## src/rtl/icache_refill_axi_pkg.sv

```systemverilog
// -----------------------------------------------------------------------------
// icache_refill_axi_pkg
// Shared constants and types for the instruction-cache refill bridge:
//   LINE_BYTES / LINE_WORDS  cache line geometry (LINE_WORDS is a power of two)
//   OFF                      byte-offset bits inside a line
//   CNT_W                    width of the beat / word index
//   BURST_INCR, SIZE_4B      AXI4 encodings used on the AR channel
//   AR_LEN                   AXI beat count minus one for a full line
//   state_t                  refill FSM states
//   line_align()             strips the in-line offset from a fetch address
// -----------------------------------------------------------------------------
package icache_refill_axi_pkg;

    localparam int LINE_BYTES = 16;
    localparam int LINE_WORDS = LINE_BYTES / 4;
    localparam int OFF        = $clog2(LINE_BYTES);
    localparam int CNT_W      = (LINE_WORDS > 1) ? $clog2(LINE_WORDS) : 1;

    localparam logic [1:0] BURST_INCR = 2'b01;
    localparam logic [2:0] SIZE_4B    = 3'b010;
    localparam logic [7:0] AR_LEN     = 8'(LINE_WORDS - 1);

    typedef enum logic [1:0] {
        IDLE = 2'd0,
        AR   = 2'd1,
        R    = 2'd2,
        DONE = 2'd3
    } state_t;

    function automatic logic [31:0] line_align(input logic [31:0] addr);
        return {addr[31:OFF], {OFF{1'b0}}};
    endfunction

endpackage

```

## src/rtl/icache_refill_axi_if.sv

```systemverilog
// -----------------------------------------------------------------------------
// icache_refill_axi_if
// AXI4 read-only subset (AR and R channels) used by the refill bridge.
//   master: the bridge   - drives arid/araddr/arlen/arsize/arburst/arvalid, rready
//   slave : the fabric   - drives arready, rid/rdata/rresp/rlast/rvalid
// -----------------------------------------------------------------------------
interface icache_refill_axi_if;

    logic [3:0]  arid;
    logic [31:0] araddr;
    logic [7:0]  arlen;
    logic [2:0]  arsize;
    logic [1:0]  arburst;
    logic        arvalid;
    logic        arready;

    logic [3:0]  rid;
    logic [31:0] rdata;
    logic [1:0]  rresp;
    logic        rlast;
    logic        rvalid;
    logic        rready;

    modport master (
        output arid, araddr, arlen, arsize, arburst, arvalid, rready,
        input  arready, rid, rdata, rresp, rlast, rvalid
    );

    modport slave (
        input  arid, araddr, arlen, arsize, arburst, arvalid, rready,
        output arready, rid, rdata, rresp, rlast, rvalid
    );

endinterface

```

## src/rtl/icache_line_buffer.sv

```systemverilog
// -----------------------------------------------------------------------------
// icache_line_buffer
// Word-addressed line assembly register. Each write replaces one 32-bit word;
// words not written keep their previous value (no clear between refills).
//   clk, rst   clock, synchronous active-high reset
//   we         write enable for this cycle
//   idx        word index within the line
//   wdata      word to store
//   line_data  flat line, word i in bits [32*i +: 32]
// -----------------------------------------------------------------------------
module icache_line_buffer
    import icache_refill_axi_pkg::*;
(
    input  logic                      clk,
    input  logic                      rst,
    input  logic                      we,
    input  logic [CNT_W-1:0]          idx,
    input  logic [31:0]               wdata,
    output logic [32*LINE_WORDS-1:0]  line_data
);

    // NOTE: this storage is reset on purpose: line_data is a visible output
    // whose reset value is defined as zero, so it cannot be left unknown.
    always_ff @(posedge clk) begin
        if (rst) begin
            line_data <= '0;
        end else begin
            for (int i = 0; i < LINE_WORDS; i++) begin
                if (we && idx == CNT_W'(i)) begin
                    line_data[32*i +: 32] <= wdata;
                end
            end
        end
    end

endmodule

```

## src/rtl/icache_refill_axi.sv

```systemverilog
// -----------------------------------------------------------------------------
// icache_refill_axi
// Services instruction-cache line refills with a single AXI4 INCR read burst.
// One burst outstanding at a time; the cache may withdraw its request at any
// point, in which case the burst is drained and its data discarded.
//   clk, rst    clock, synchronous active-high reset (shared with the fabric)
//   req_valid   level-held refill request from the cache miss path
//   req_addr    fetch address of the missing instruction
//   req_ready   one-cycle pulse: line_data / line_err valid for the request
//   line_data   assembled line, word i in bits [32*i +: 32]
//   line_err    some beat of the burst returned a SLVERR/DECERR
//   axi         AXI4 AR/R master port
// -----------------------------------------------------------------------------
module icache_refill_axi
    import icache_refill_axi_pkg::*;
#(
    parameter logic [3:0] AXI_ID = 4'd0
) (
    input  logic                      clk,
    input  logic                      rst,
    input  logic                      req_valid,
    input  logic [31:0]               req_addr,
    output logic                      req_ready,
    output logic [32*LINE_WORDS-1:0]  line_data,
    output logic                      line_err,
    icache_refill_axi_if.master       axi
);

    state_t           state;
    logic [CNT_W-1:0] cnt;
    logic             cancel;
    logic             beat;

    // Fixed burst shape: one full line of 4-byte beats.
    assign axi.arid    = AXI_ID;
    assign axi.arlen   = AR_LEN;
    assign axi.arsize  = SIZE_4B;
    assign axi.arburst = BURST_INCR;

    // rready is only ever high in R, so this is exactly "accepted beat in R".
    assign beat = axi.rvalid & axi.rready;

    // Decoded from registered state and the cache's own request only; nothing
    // from the AXI side reaches req_ready combinationally.
    assign req_ready = (state == DONE) & req_valid;

    // Only one burst is ever outstanding, and only rresp[1] marks an error.
    logic unused_inputs;
    assign unused_inputs = ^{axi.rid, axi.rresp[0], req_addr[OFF-1:0]};

    icache_line_buffer u_line_buffer (
        .clk       (clk),
        .rst       (rst),
        .we        (beat),
        .idx       (cnt),
        .wdata     (axi.rdata),
        .line_data (line_data)
    );

    // NOTE: all state in this block uses non-blocking assignments so every
    // branch reads the pre-edge values, independent of statement order.
    always_ff @(posedge clk) begin
        if (rst) begin
            state       <= IDLE;
            axi.arvalid <= 1'b0;
            axi.rready  <= 1'b0;
            axi.araddr  <= '0;
            line_err    <= 1'b0;
            cnt         <= '0;
            cancel      <= 1'b0;
        end else begin
            case (state)
                IDLE: begin
                    cnt      <= '0;
                    line_err <= 1'b0;
                    cancel   <= 1'b0;
                    if (req_valid) begin
                        axi.araddr  <= line_align(req_addr);
                        axi.arvalid <= 1'b1;
                        state       <= AR;
                    end
                end

                AR: begin
                    // arvalid stays up until accepted even when cancelled;
                    // the cancel flag only suppresses the final handover.
                    if (!req_valid) cancel <= 1'b1;
                    if (axi.arready) begin
                        axi.arvalid <= 1'b0;
                        axi.rready  <= 1'b1;
                        state       <= R;
                    end
                end

                R: begin
                    if (!req_valid) cancel <= 1'b1;
                    if (beat) begin
                        cnt      <= cnt + 1'b1;
                        line_err <= line_err | axi.rresp[1];
                        // rlast alone ends the burst; beat count is not policed.
                        if (axi.rlast) begin
                            axi.rready <= 1'b0;
                            // A drop on the last beat itself also cancels.
                            state      <= (cancel || !req_valid) ? IDLE : DONE;
                        end
                    end
                end

                DONE: begin
                    state <= IDLE;
                end

                default: begin
                    state <= IDLE;
                end
            endcase
        end
    end

endmodule

```

## src/flat_wrapper.sv

```systemverilog
// flat-port wrapper written by rule: the top's interface ports become plain ports
module icache_refill_axi_flat import icache_refill_axi_pkg::*;
#(
    parameter logic [3:0] AXI_ID = 4'd0
)
  (clk, rst, req_valid, req_addr, req_ready, line_data, line_err, axi_arid, axi_araddr, axi_arlen, axi_arsize, axi_arburst, axi_arvalid, axi_rready, axi_arready, axi_rid, axi_rdata, axi_rresp, axi_rlast, axi_rvalid);
  icache_refill_axi_if axi_i ();
  input  logic clk;
  input  logic rst;
  input  logic req_valid;
  input  logic [31:0] req_addr;
  output logic req_ready;
  output logic [32*LINE_WORDS-1:0] line_data;
  output logic line_err;
  output wire logic [$bits(axi_i.arid)-1:0] axi_arid;
  output wire logic [$bits(axi_i.araddr)-1:0] axi_araddr;
  output wire logic [$bits(axi_i.arlen)-1:0] axi_arlen;
  output wire logic [$bits(axi_i.arsize)-1:0] axi_arsize;
  output wire logic [$bits(axi_i.arburst)-1:0] axi_arburst;
  output wire logic [$bits(axi_i.arvalid)-1:0] axi_arvalid;
  output wire logic [$bits(axi_i.rready)-1:0] axi_rready;
  input wire logic [$bits(axi_i.arready)-1:0] axi_arready;
  input wire logic [$bits(axi_i.rid)-1:0] axi_rid;
  input wire logic [$bits(axi_i.rdata)-1:0] axi_rdata;
  input wire logic [$bits(axi_i.rresp)-1:0] axi_rresp;
  input wire logic [$bits(axi_i.rlast)-1:0] axi_rlast;
  input wire logic [$bits(axi_i.rvalid)-1:0] axi_rvalid;
  assign axi_arid = axi_i.arid;
  assign axi_araddr = axi_i.araddr;
  assign axi_arlen = axi_i.arlen;
  assign axi_arsize = axi_i.arsize;
  assign axi_arburst = axi_i.arburst;
  assign axi_arvalid = axi_i.arvalid;
  assign axi_rready = axi_i.rready;
  assign axi_i.arready = axi_arready;
  assign axi_i.rid = axi_rid;
  assign axi_i.rdata = axi_rdata;
  assign axi_i.rresp = axi_rresp;
  assign axi_i.rlast = axi_rlast;
  assign axi_i.rvalid = axi_rvalid;
  icache_refill_axi #(.AXI_ID(AXI_ID)) u_core (.clk(clk), .rst(rst), .req_valid(req_valid), .req_addr(req_addr), .req_ready(req_ready), .line_data(line_data), .line_err(line_err), .axi(axi_i));
endmodule
```

## config.mk

```make
export PLATFORM = sky130hd
export DESIGN_NAME = icache_refill_axi_flat
export DESIGN_NICKNAME = d
export VERILOG_FILES = /design/src/rtl/icache_refill_axi_pkg.sv /design/src/rtl/icache_refill_axi_if.sv /design/src/rtl/icache_line_buffer.sv /design/src/rtl/icache_refill_axi.sv /design/src/flat_wrapper.sv
export SDC_FILE = /design/constraint.sdc
export NUM_CORES = 1
export LEC_CHECK = 0
export CORE_MARGIN = 8
export CORE_UTILIZATION = 47
export DETAILED_ROUTE_END_ITERATION = 10
export PLACE_DENSITY = 0.95
export SYNTH_ARGS = -nofsm -noshare
export SYNTH_HDL_FRONTEND = slang
export SYNTH_SLANG_ARGS = --single-unit
```

## constraint.sdc

```tcl
create_clock -name clk -period 3.8 [get_ports clk]
set_input_delay 0.38 -clock clk [delete_from_list [all_inputs] [get_ports clk]]
set_output_delay 0.38 -clock clk [all_outputs]
set_load 0.01 [all_outputs]
```

* Yosys cells after proc, flatten, opt, wreduce, memory -nomap -nowiden
Cells that the tools add are included.
Word-level totals: flip-flop bits (word level) 164, output and inout bits 181
Cells by class: reduce and logical (&&, ||, !) cells 19, $add $sub $neg 1, bitwise logic cells 3, eq/ne operators 11, multiplexer cells 19
Operators with widths (number):
- 2-bit two-way mux | 6
- 2-bit != test, second input constant | 5
- 2-bit equality test, second input constant | 4
- 1-bit one-hot mux with 2 select lines | 4
- 2-bit one-hot mux with 4 select lines | 1
- 4-bit AND reduction | 2
- 2-bit nonzero test | 4
- 1-bit two-way mux | 7
- 2-bit AND reduction | 3
- 2-bit by 1-bit equality test with 1-bit output, second input constant | 2
- 1-bit logical AND | 4
- 2-bit zero test | 2
- 2-bit one-hot mux with 2 select lines | 1
- 3-bit AND reduction | 1
- 2-bit by 1-bit adder with 2-bit output, second input constant | 1
- 1-bit AND | 2
- 2-bit OR reduction | 1
- 1-bit zero test | 1
- 1-bit logical OR | 1
- 1-bit bitwise OR | 1

* Longest topological paths before layout
depth in word-level cells 6, depth in mapped cells 7, depth with buffers taken out 5

* Modules after synthesis
From an unflattened synthesis, not the netlist that was laid out.
Unflattened totals: cell total of the unflattened synthesis 656, area total of the unflattened synthesis 6660.1 um^2
Modules (own cells, without submodules):
- icache_line_buffer | sequential area each 2562.5 um^2, times used 1, area each 5063.6 um^2, cells an instance 454
- icache_refill_axi | sequential area each 720.7 um^2, times used 1, area each 1596.5 um^2, cells an instance 202

* Least setup slack after synthesis
No wires, ideal clock.
kind reg2reg, start point register u_core.state[0], end point register u_core.axi.rready, stages on the path, launching flop included 6, path slack 2.387 ns, data arrival time 1.292 ns, library setup time 0.121 ns, path buffers 0, clock period less this slack 1.413 ns, cells stage by stage dfxtp_1 -> inv_1 -> ha_1 -> a21bo_2 -> nand4_1 -> mux2_2
On the way: word-level cells in the longest chain between the ends 3, elaborated cells between the ends (all ways) 8, those cells by class eq/ne: 5; mux: 1; reduce/logical: 2
RTL lines:
- start, declared | line icache_refill_axi.sv:29 | state_t state;
- start signal, assigned | line icache_refill_axi.sv:104 | state <= (cancel || !req_valid) ? IDLE : DONE;
- 2-bit equality test / 2-bit by 1-bit equality test with 1-bit output (equally long branches) | line icache_refill_axi.sv:72 | case (state)
- 2-bit != test (no source line) / 2-bit nonzero test (equally long branches)
- 4-bit AND reduction (no source line)
- end signal, assigned | line icache_refill_axi.sv:66 | axi.rready <= 1'b0;
- end signal, assigned | line icache_refill_axi.sv:90 | axi.rready <= 1'b1;
- end signal, assigned | line icache_refill_axi.sv:102 | axi.rready <= 1'b0;
- end, declared | line icache_refill_axi_if.sv:25 | output arid, araddr, arlen, arsize, arburst, arvalid, rready,
Several ways; a longest one is shown, not always the timed one. A chain may end at the register's enable or synchronous reset.

* Worst setup path after layout
start point register u_core.state[1], end point output req_ready
On the way: word-level cells in the longest chain between the ends 2
RTL lines:
- 2-bit equality test | line icache_refill_axi.sv:45 | assign req_ready = (state == DONE) & req_valid;
- 1-bit AND | line icache_refill_axi.sv:45
- end, declared | line flat_wrapper.sv:12 | output logic req_ready;
Every way passes these cells.

==> summary.txt <==
status -> complete, no violations
synthesized area -> 0.00634 mm²
# rows -> 42
RSZ-0062 raised after global routing -> no
RR Startpoint -> u_core.cnt[0]
reg2reg path depth -> 6
largest net degree at the start of global routing -> 123
top-area cell type share of the netlist area -> 51.8%
worst skew pair latency -> 0.42 ns
Reg clk slew, reported paths -> 0.06 ns
Iter 0 DRT Violations -> 363
Int Power -> 3.34 mW
CORE AREA -> 0.0132 mm²
FF+latch area -> 0.00328 mm²
max-cap check violation count -> 0
cell taking the most area after synthesis -> dfxtp_1
worst-path fanout max -> 6
worst path arrival time -> 1.71 ns
Seq cells post-synth -> 164
Synth Warn # -> 0
Switch Pwr -> 1.25 mW
post-CTS setup buffer count -> 0
Hold Path Class -> flop to flop
routability cong. -> 0.811
Setup crit end kind -> primary output
Comb pwr share -> 19.9%
Post-synth top cells -> nand2_1 (313), dfxtp_1 (164), a21oi_1 (123), a21oi_2 (37), buf_4 (23)
gr usage total -> 22.4%
ys async rst share -> 0%
sequential area share after synthesis -> 51.8%
Top-Level Pins -> 257
endpoints failing setup -> 0
Synth Flop Type -> dfxtp_1
Clock Power Share -> 38.2%
Req. time, crit path -> 3.42 ns
CTS tree -> done
WHS -> 0.453 ns
Slowest-stage cell, CP -> clkdlybuf4s50_1
kind of start point of the critical path -> flop
Post-CTS Resized -> 0
Initial Util -> 48.1%
Final Util -> 68.7%
cts hold-fix bufs -> 0
Slew Limit Fails -> 0
Syn Inst Count -> 772
Max Clock Freq -> 478 MHz
vias in the first global route -> 6,058
GRT Residual Overflow -> 0
Flop pwr share -> 41.9%
initial antenna violation count -> 0
routed wire length -> 19.8 mm
CTS sink cnt -> 164
crit path cell chain -> ha_1 > and2_1 > clkdlybuf4s50_1
Hold Path Origin -> u_core.axi.araddr[8]
full die area -> 0.0175 mm²
Layout area overhead -> 42.9%
root buffer cell -> clkbuf_16
DR vias -> 5,880
Fillers -> 993
Setup TNS Final -> 0 ns
fin crit share -> 55.1%
TritonRoute pass-1 iters -> 5
Max stage delay on crit path -> 0.53 ns
Via density -> 5.07
critical path startpoint -> u_core.state[1]
Remaining DRCs -> 0
nets -> 1,058
largest cells by area after synthesis -> dfxtp_1 (52%), nand2_1 (19%), a21oi_1 (9.7%)
share of cells above drive strength 1 -> 8.33%
Routed Antenna Nets -> 0
diodes inserted -> 0
net switching fraction of the power -> 27.2%
Final Skew -> 0.00466 ns
area of the multi-input gates -> 0.00260 mm²
pwr dens -> 506 mW/mm²
Lkg Pwr -> 3.10 nW
die width -> 132 µm
Die Height -> 132 µm
WL/cell -> 17.1 µm
Yosys cell types -> 31
CP Class -> flop to primary output
Post-synth EDFFs -> 0
first-pass GRT wire length -> 31.5 mm
max_slew headroom -> 31.7%
syn avg cell area -> 8.21 µm²
maximum vdd drop -> 334 µV
number of CTS-inserted buffers -> 17
CTS max path bufs -> 2
hold path depth -> 2
Final Hold Vio Count -> 0
Period minus WS final -> 2.09 ns
Slew @ Worst Pin -> 1.02 ns
htree depth -> 4
cell with the most instances after synthesis -> nand2_1
DP HPWL -> 14.0 mm
IO buf count -> 226
-- placed cells by master, fill, tap and decap left out, types with 7 or more instances in the layout --
master           count
a21oi_1            123
clkbuf_16           17
conb_1              21
clkdlybuf4s50_1    225
buf_4               10
nand2_1            313
ha_1                10
dfxtp_1            164
nand3_1              7
a21oi_2             37
-- worst max-delay path: cells and delay by family (launching register included) --
kind | cells | cell delay, ns
and+or+nand+nor | 1 | 0.12
buffers and inverters | 1 | 0.53
DFF | 1 | 0.45
adders and majority gates | 1 | 0.19
-- final cells by class --
| cell class | instances | area share (%) |
|---|---|---|
| clock inverters | 11 | 1.77 |
| flip-flops and latches | 164 | 36.2 |
| well taps | 176 | 2.43 |
| inverters | 6 | 0.248 |
| multi-input cells | 547 | 28.7 |
| repair buffers | 236 | 25.8 |
| clock buffers | 20 | 4.82 |
-- flip-flops by register name, summed over array words and instances (netlist names) --
signal                          count
u_core.axi.arvalid                  1
u_core.cancel                       1
u_core.state                        2
u_core.cnt                          2
u_core.line_err                     1
u_core.u_line_buffer.line_data    128
u_core.axi.araddr                  28
u_core.axi.rready                   1
-- kinds of logic after synthesis --
family / synth area share (%)
simple gates: 21.3
buf+inv: 8.31
compound gates: 16.1
mux: 0.335
other cells: 0.118
fa+ha+maj: 1.97
flops: 51.8
-- final timing paths --
| check | to | slack (ns) |
|---|---|---|
| min | u_core.axi.araddr[8] | 0.45 |
| min reg2reg | u_core.axi.araddr[8] | 0.45 |
| max | req_ready | 1.71 |
| max reg2reg | u_core.u_line_buffer.line_data[10] | 1.89 |
-- per-stage QoR --
stage / instance area, µm² / power (mW) / setup WS (ns) / cells
after floorplan: 6410 / 2.50 / 2.39 / 791
after global placement: 8470 / 2.84 / 1.52 / 1129
after detailed placement: 8470 / 2.87 / 1.45 / 1129
after CTS: 9060 / 4.62 / 1.68 / 1160
after global routing: 9060 / 4.79 / 1.59 / 1160
final: 9060 / 4.59 / 1.71 / 1160
-- layer usage --
metal / part of all wire [%] / vias up / GRT usage (%)
met1: 39 / 2779 / 24.9
met3: 6.9 / 40 / 6.55
met2: 50 / 210 / 38.5
met4: 3.2 / 0 / 10.8
li1: - / 2851 / -
met5: 0 / - / 0
-- power by group through the flow --
stage | Clock (mW) | Sequential, mW | Combinational [mW]
2_1_floorplan | 0 | 1.99 | 0.509
3_3_place_gp | 0 | 1.95 | 0.890
3_5_place_dp | 0 | 1.96 | 0.914
4_1_cts | 1.78 | 1.92 | 0.918
5_1_grt | 1.86 | 1.94 | 0.998
6_report | 1.75 | 1.92 | 0.913
(Power assumes the default switching activity.)
